==> src/rtl/bcd_display_scanner.sv <==
// Multiplexed common-anode seven-segment scanner for the BCDConverter digit bus.
// Optional leading-zero blanking is enabled by defining BCD_DISPLAY_SCANNER_LZB_EN.
module bcd_display_scanner #(
  parameter int REFRESH_DIV = 50000,
  parameter int NUM_DIGITS  = 8
) (
  input  logic                  clk,
  input  logic                  reset,
  input  logic                  enable,
  input  logic [43:0]           bcd_in,
  output logic [6:0]            seg,
  output logic [NUM_DIGITS-1:0] an,
  output logic                  overflow
);

  localparam int CNT_W = $clog2(REFRESH_DIV);

  typedef enum logic {SHOW, GAP} state_t;

  state_t                  state_q;
  logic [CNT_W-1:0]        cnt_q;
  logic [3:0]              idx_q;
  logic [43:0]             shadow_q;
  logic [6:0]              seg_q;
  logic [NUM_DIGITS-1:0]   an_q;
  logic                    ovf_q;

  logic [3:0]              dig [11];
  logic                    cnt_wrap;
  logic [3:0]              idx_d;
  logic [6:0]              seg_d;
  logic                    ovf_d;

  function automatic logic [6:0] seg_decode(input logic [3:0] d);
    case (d)
      4'd0:    seg_decode = 7'h40;
      4'd1:    seg_decode = 7'h79;
      4'd2:    seg_decode = 7'h24;
      4'd3:    seg_decode = 7'h30;
      4'd4:    seg_decode = 7'h19;
      4'd5:    seg_decode = 7'h12;
      4'd6:    seg_decode = 7'h02;
      4'd7:    seg_decode = 7'h78;
      4'd8:    seg_decode = 7'h00;
      4'd9:    seg_decode = 7'h10;
      default: seg_decode = 7'h3F;
    endcase
  endfunction

  always_comb begin
    for (int i = 0; i < 11; i++) begin
      dig[i] = shadow_q[4*i +: 4];
    end
  end

  // Hidden digits (positions NUM_DIGITS..10) feed the overflow flag only.
  always_comb begin
    ovf_d = 1'b0;
    for (int i = 0; i < 11; i++) begin
      if (i >= NUM_DIGITS && dig[i] != 4'd0) begin
        ovf_d = 1'b1;
      end
    end
  end

  assign cnt_wrap = (cnt_q == CNT_W'(REFRESH_DIV - 1));
  assign idx_d    = (idx_q == 4'(NUM_DIGITS - 1)) ? 4'd0 : idx_q + 4'd1;

`ifdef BCD_DISPLAY_SCANNER_LZB_EN
  logic [10:0] blank;
  logic        zero_run;

  // A visible digit blanks only if it and every visible digit above it are zero.
  always_comb begin
    blank    = '0;
    zero_run = 1'b1;
    for (int i = 10; i >= 0; i--) begin
      if (i < NUM_DIGITS) begin
        zero_run = zero_run && (dig[i] == 4'd0);
        blank[i] = zero_run && (i != 0);
      end
    end
  end

  assign seg_d = blank[idx_q] ? 7'h7F : seg_decode(dig[idx_q]);
`else
  assign seg_d = seg_decode(dig[idx_q]);
`endif

  always_ff @(posedge clk or posedge reset) begin
    if (reset) begin
      shadow_q <= '0;
    end else if (enable) begin
      shadow_q <= bcd_in;
    end
  end

  always_ff @(posedge clk or posedge reset) begin
    if (reset) begin
      state_q <= SHOW;
      cnt_q   <= '0;
      idx_q   <= '0;
      seg_q   <= 7'h7F;
      an_q    <= '1;
      ovf_q   <= 1'b0;
    end else begin
      ovf_q <= ovf_d;
      // GAP blanks all anodes for one cycle; seg keeps its last value.
      if (state_q == GAP) begin
        an_q <= '1;
      end else begin
        an_q  <= ~(NUM_DIGITS'(1) << idx_q);
        seg_q <= seg_d;
      end
      if (cnt_wrap) begin
        cnt_q   <= '0;
        idx_q   <= idx_d;
        state_q <= GAP;
      end else begin
        cnt_q   <= cnt_q + CNT_W'(1);
        state_q <= SHOW;
      end
    end
  end

  assign seg      = seg_q;
  assign an       = an_q;
  assign overflow = ovf_q;

endmodule
==> config.mk <==
export PLATFORM = sky130hd
export DESIGN_NAME = bcd_display_scanner
export DESIGN_NICKNAME = d
export VERILOG_FILES = /design/src/rtl/bcd_display_scanner.sv
export SDC_FILE = /design/constraint.sdc
export NUM_CORES = 1
export LEC_CHECK = 0
export CORE_MARGIN = 2
export CORE_UTILIZATION = 60
export CTS_BUF_LIST = sky130_fd_sc_hd__clkbuf_8
export DETAILED_ROUTE_END_ITERATION = 10
export PLACE_DENSITY = 0.9
export SETUP_SLACK_MARGIN = 0.2
export SLEW_MARGIN = 20
export SYNTH_ARGS = -nofsm -noshare
export SYNTH_HDL_FRONTEND = slang
export SYNTH_SLANG_ARGS = --single-unit
==> constraint.sdc <==
create_clock -name clk -period 6.1 [get_ports clk]
set_input_delay 1.83 -clock clk [delete_from_list [all_inputs] [get_ports clk]]
set_output_delay 1.83 -clock clk [all_outputs]
set_load 0.02 [all_outputs]
Word-level counts from Yosys, hierarchy flattened
Memories as Yosys holds them, arrays and structs flattened. A register that Yosys moved wholly into a read port is not among the register bits.
Index checks and enable logic that the tools add are counted.
- register bits after elaboration: 74
- bits in latches: 0
- bits in writable memories: 0
- memory bits (read-only): 112
- input bits: 47
- output and inout port bits: 16
- word-level logic and storage cells: 29
- memories: 1
- add/sub/neg operators: 2
- $mul: 0
- divide/modulo/power cells: 0
- magnitude comparators: 1
- eq/ne operators: 2
- shifts and indexed selects: 1
- mux-type cells: 10
- bitwise gates (word level): 2
- reductions and logical operators: 4
- memories (memory ; depth ; width ; read ports ; clocked after memory_dff ; wr ports ; line ; text):
    (name not given) ; 16 ; 7 ; 1 ; 1 ; 0 ; 35 ; case (d)
- operators with widths (cell ; count):
    16-bit by 1-bit adder with 16-bit output (second input constant) ; 1
    4-bit binary-select mux with 4-bit select ; 1
    16-bit == test (second input constant) ; 1
    16-bit 2-to-1 mux ; 1
    4-bit 2-to-1 mux ; 3
    4-bit nonzero test ; 3
    8-bit 2-to-1 mux ; 1
    8-bit inverter ; 1
    1-bit by 4-bit left shift with 8-bit output (first input constant) ; 1
    5-bit greater-or-equal comparator (second input constant) ; 1
    4-bit inverter with 5-bit output ; 1
    4-bit by 1-bit adder with 4-bit output (second input constant) ; 1
    4-bit by 3-bit == test with 1-bit output (second input constant) ; 1
    1-bit 2-to-1 mux ; 4
    1-bit logical NOT ; 1

Longest topological paths before layout
- word-level depth: 4
- depth in mapped cells: 10
- depth with buffers taken out: 8

Worst setup path before layout
OpenSTA, ideal clock, no wires.
- path type: input to register
- start: in enable
- end: reg shadow_q[0]
- setup time: 0.125 ns
- arrival: 2.790 ns
- data required time: 5.975 ns
- path slack: 3.185 ns
- cell stages on the path: 3
- buffers on the path: 2
- path through: clkbuf_1 -> buf_1 -> mux2_2
- RTL lines (item ; line ; text):
    start: declaration ; 9 ; input logic enable,
    end signal: assignment ; 94 ; shadow_q <= bcd_in;
    end: declaration ; 23 ; logic [43:0] shadow_q;
No word-level cell between the ends.

Final worst setup path
- start: reg seg_q[3] (netlist: seg[3])
- end: out seg[3]
- RTL lines (item ; line ; text):
    start: declaration ; 24 ; logic [6:0] seg_q;
    end: declaration ; 11 ; output logic [6:0] seg,
No word-level cell between the ends.

==> reports/qor.yml <==
num_rows: 29
netlist.area_leader.share_pct: 42.7
core_region_area_sq_mm: 0.00628
route.detailed.drc: 0
syn_nets: 355
syn_area_sq_mm: 0.00387
via_per_inst: 5.64
crit_fanout: 2
final_util_pct: 75.2
endpoint_kind: "output port"
n_fill_cell: 387
critPathLaunchType: "flop"
gp_congestion: 0.790
h-tree-depth: 3
pwr-share-clk_pct: 34.7
n_antenna_cell: 0
fmax_mhz: 303
crit_slowest_cell: "clkdlybuf4s50_1"
synthTopCellsByArea: "dfrtp_1 (43%), mux2_2 (14%), dfstp_2 (10%), ha_1 (4.2%), mux4_1 (2.7%)"
place_ws_ps: 2670
worstRegToRegCells: 7
p_total_w: 0.00115
synthCells: 295
combPwrFrac_pct: 13.1
postCtsHoldBufs: 0
drtPass1Iterations: 4
critPathMaxStageDelay_ps: 590
grt_first_pass_wirelength_mm: 12.0
clk_latency_ps: 340
critPathKind: "flop to output port"
antenna_found_initial: 0
hold_viol: 0
outcome: "complete, no violations"
r2r_end: "seg[1]"
synth_edf_count: 0
dieArea_sq_mm: 0.00711
p_int_w: 0.000877
switching_share_pct: 23.8
synthTopCellsByCount: "dfrtp_1 (66), mux2_2 (48), nand2_1 (24)"
min_to: "seg[6]"
clk_pin_slew_ps: 80
path_depth: 1
wl_mm: 7.09
ys_seq_area_share_pct: 52.9
drtAntennaViolNets: 0
fin_nets: 416
seqCellArea_sq_mm: 0.00205
io_buffers: 62
cp-startpoint: "seg[3]"
crit_required_ps: 4270
hold_ws_ps: 480
detail_route.iter0.violations: 197
die_x_microns: 84.3
hpwl_mm: 4.91
ir_drop_uv: 145
cts_root_buf: "clkbuf_8"
finalWorstSetupSlack_ps: 2800
synth.distinct_cells: 43
crit_path_cell_trace: "clkdlybuf4s50_1"
p_leak_nw: 1.92
powerDensity_mw_per_mm2: 244
grt_max_degree: 47
post-synth-top-count-cell: "dfrtp_1"
die_h_microns: 84.3
min_path_type: "flop to flop"
ioPinCount: 63
drt-wirelength-per-cell_microns: 16.2
yosysWarnings: 0
clkSinkCount: 81
holdPathStages: 2
r2r_start: "idx_q[0]"
p_sw_w: 0.000274
slew_headroom_pct: 36.7
hold_start: "seg[6]"
seq_power_share_pct: 52.1
cts_resized: 0
period_share_pct: 54.1
r2r_setup_slack_ps: 3310
start_util_pct: 61.6
syn2layout_area_growth_pct: 22.0
finalCriticalPeriod_ps: 3300
multi_input_area_sq_mm: 0.00171
grt_overflow_total: 0
synth-seq-cells: 81
maxCapViolations: 0
setup_viol: 0
clock_path_buffers: 2
synth_area_per_cell_sq_um: 13.1
slew_violations: 0
critPathArrivalTime_ps: 1470
setup_tns_ps: 0
grt_util_all_layers_pct: 21.8
synth_top_cell_by_area: "dfrtp_1"
ys.flop_type: "dfrtp_1"
worst-path-buf-inv: 1
crit_family: "buffers and inverters"
async_flop_share_pct: 100
skew_ps: 8.34
post-cts-setup-buffers: 0
cts_made_buffers: 9
routed-via-count: 2469
grt_pass1_vias: 2501
rsz0062_at_grt: "false"
drive_gt1_share_pct: 26.0
tightest_slew_ps: 950
tritoncts: "yes"
-- worst max path at each step --
stage / endpoint / slack [ps]
after floorplan: cnt_q[0] / 2210
after CTS: seg[5] / 2790
final: seg[3] / 2800
after detailed placement: cnt_q[3] / 2670
after global routing: seg[5] / 2770
after global placement: cnt_q[2] / 2730
-- worst min-delay path, stage by stage, from the launching register on --
cell,delay (ps)
dfstp_2,370
nand2_1,50
o21ai_1,60
-- final cells by class --
class                           instances  area share, %
Multi-Input combinational cell        190           36.1
Tap cell                               77           2.04
Sequential cell                        81           43.4
Inverter                               11          0.875
Clock inverter                          5           1.17
Clock buffer                           11           3.21
Timing Repair Buffer                   63           13.2
-- registers in the layout, summed over array words and instances (netlist names) --
| signal | count |
|---|---|
| shadow_q | 44 |
| state_q | 1 |
| cnt_q | 16 |
| an | 8 |
| overflow | 1 |
| idx_q | 4 |
| seg | 7 |
-- metal layers --
layer  up-vias  wire length (microns)  share of wire, %  GRT usage (%)
li1       1169                      -                 -              -
met1      1220                   3310                47           31.9
met2        69                   3350                47           32.3
met3        11                    311               4.4           4.23
met4         0                    124               1.7           8.80
met5         -                      0                 0              0
-- power by group through the flow --
stage,clock [W],combinational [W],sequential [W]
2_1_floorplan,0,0.0000808,0.000614
3_3_place_gp,0,0.000147,0.000608
3_5_place_dp,0,0.000152,0.000610
4_1_cts,0.000405,0.000153,0.000600
5_1_grt,0.000432,0.000165,0.000605
6_report,0.000400,0.000151,0.000600
-- cell families (layout without fill, tap and decap cells) --
| family | count (synthesis) | in the layout | share of synthesized area, % |
|---|---|---|---|
| and+or+nand+nor | 73 | 73 | 9.67 |
| AOI/OAI and AO/OA | 25 | 25 | 6.02 |
| DFF | 81 | 81 | 52.9 |
| buffers and inverters | 24 | 90 | 3.04 |
| muxes | 65 | 65 | 21.0 |
| adders and majority gates | 13 | 13 | 4.20 |
| xor gates and xnor gates | 14 | 14 | 3.17 |
-- metrics by stage --
stage | instances | area (sq um)
4_1_cts | 438 | 4720
3_5_place_dp | 422 | 4510
3_3_place_gp | 422 | 4510
2_1_floorplan | 295 | 3870
5_1_grt | 438 | 4720
6_report | 438 | 4720
-- cells in the final DEF (no fill, tap or decap), types with 2 or more instances in the layout --
master and count:
nor2b_1 5, xnor2_1 9, mux4_1 4, o31ai_4 2
dfrtp_1 66, nor2_1 16, nor4b_1 2, ha_1 13
mux4_2 3, clkbuf_8 11, inv_1 11, xor2_1 5
o21ai_0 4, dfstp_2 15, a221oi_1 2, clkdlybuf4s50_1 61
o211ai_1 4, nand3_1 8, nand4_1 6, o311ai_1 2
and4_1 2, nand2_1 24, o21ai_2 2, mux2i_1 10
mux2_2 48, a21oi_1 2, nor4_1 4
Power figures use the tool's default switching activity.
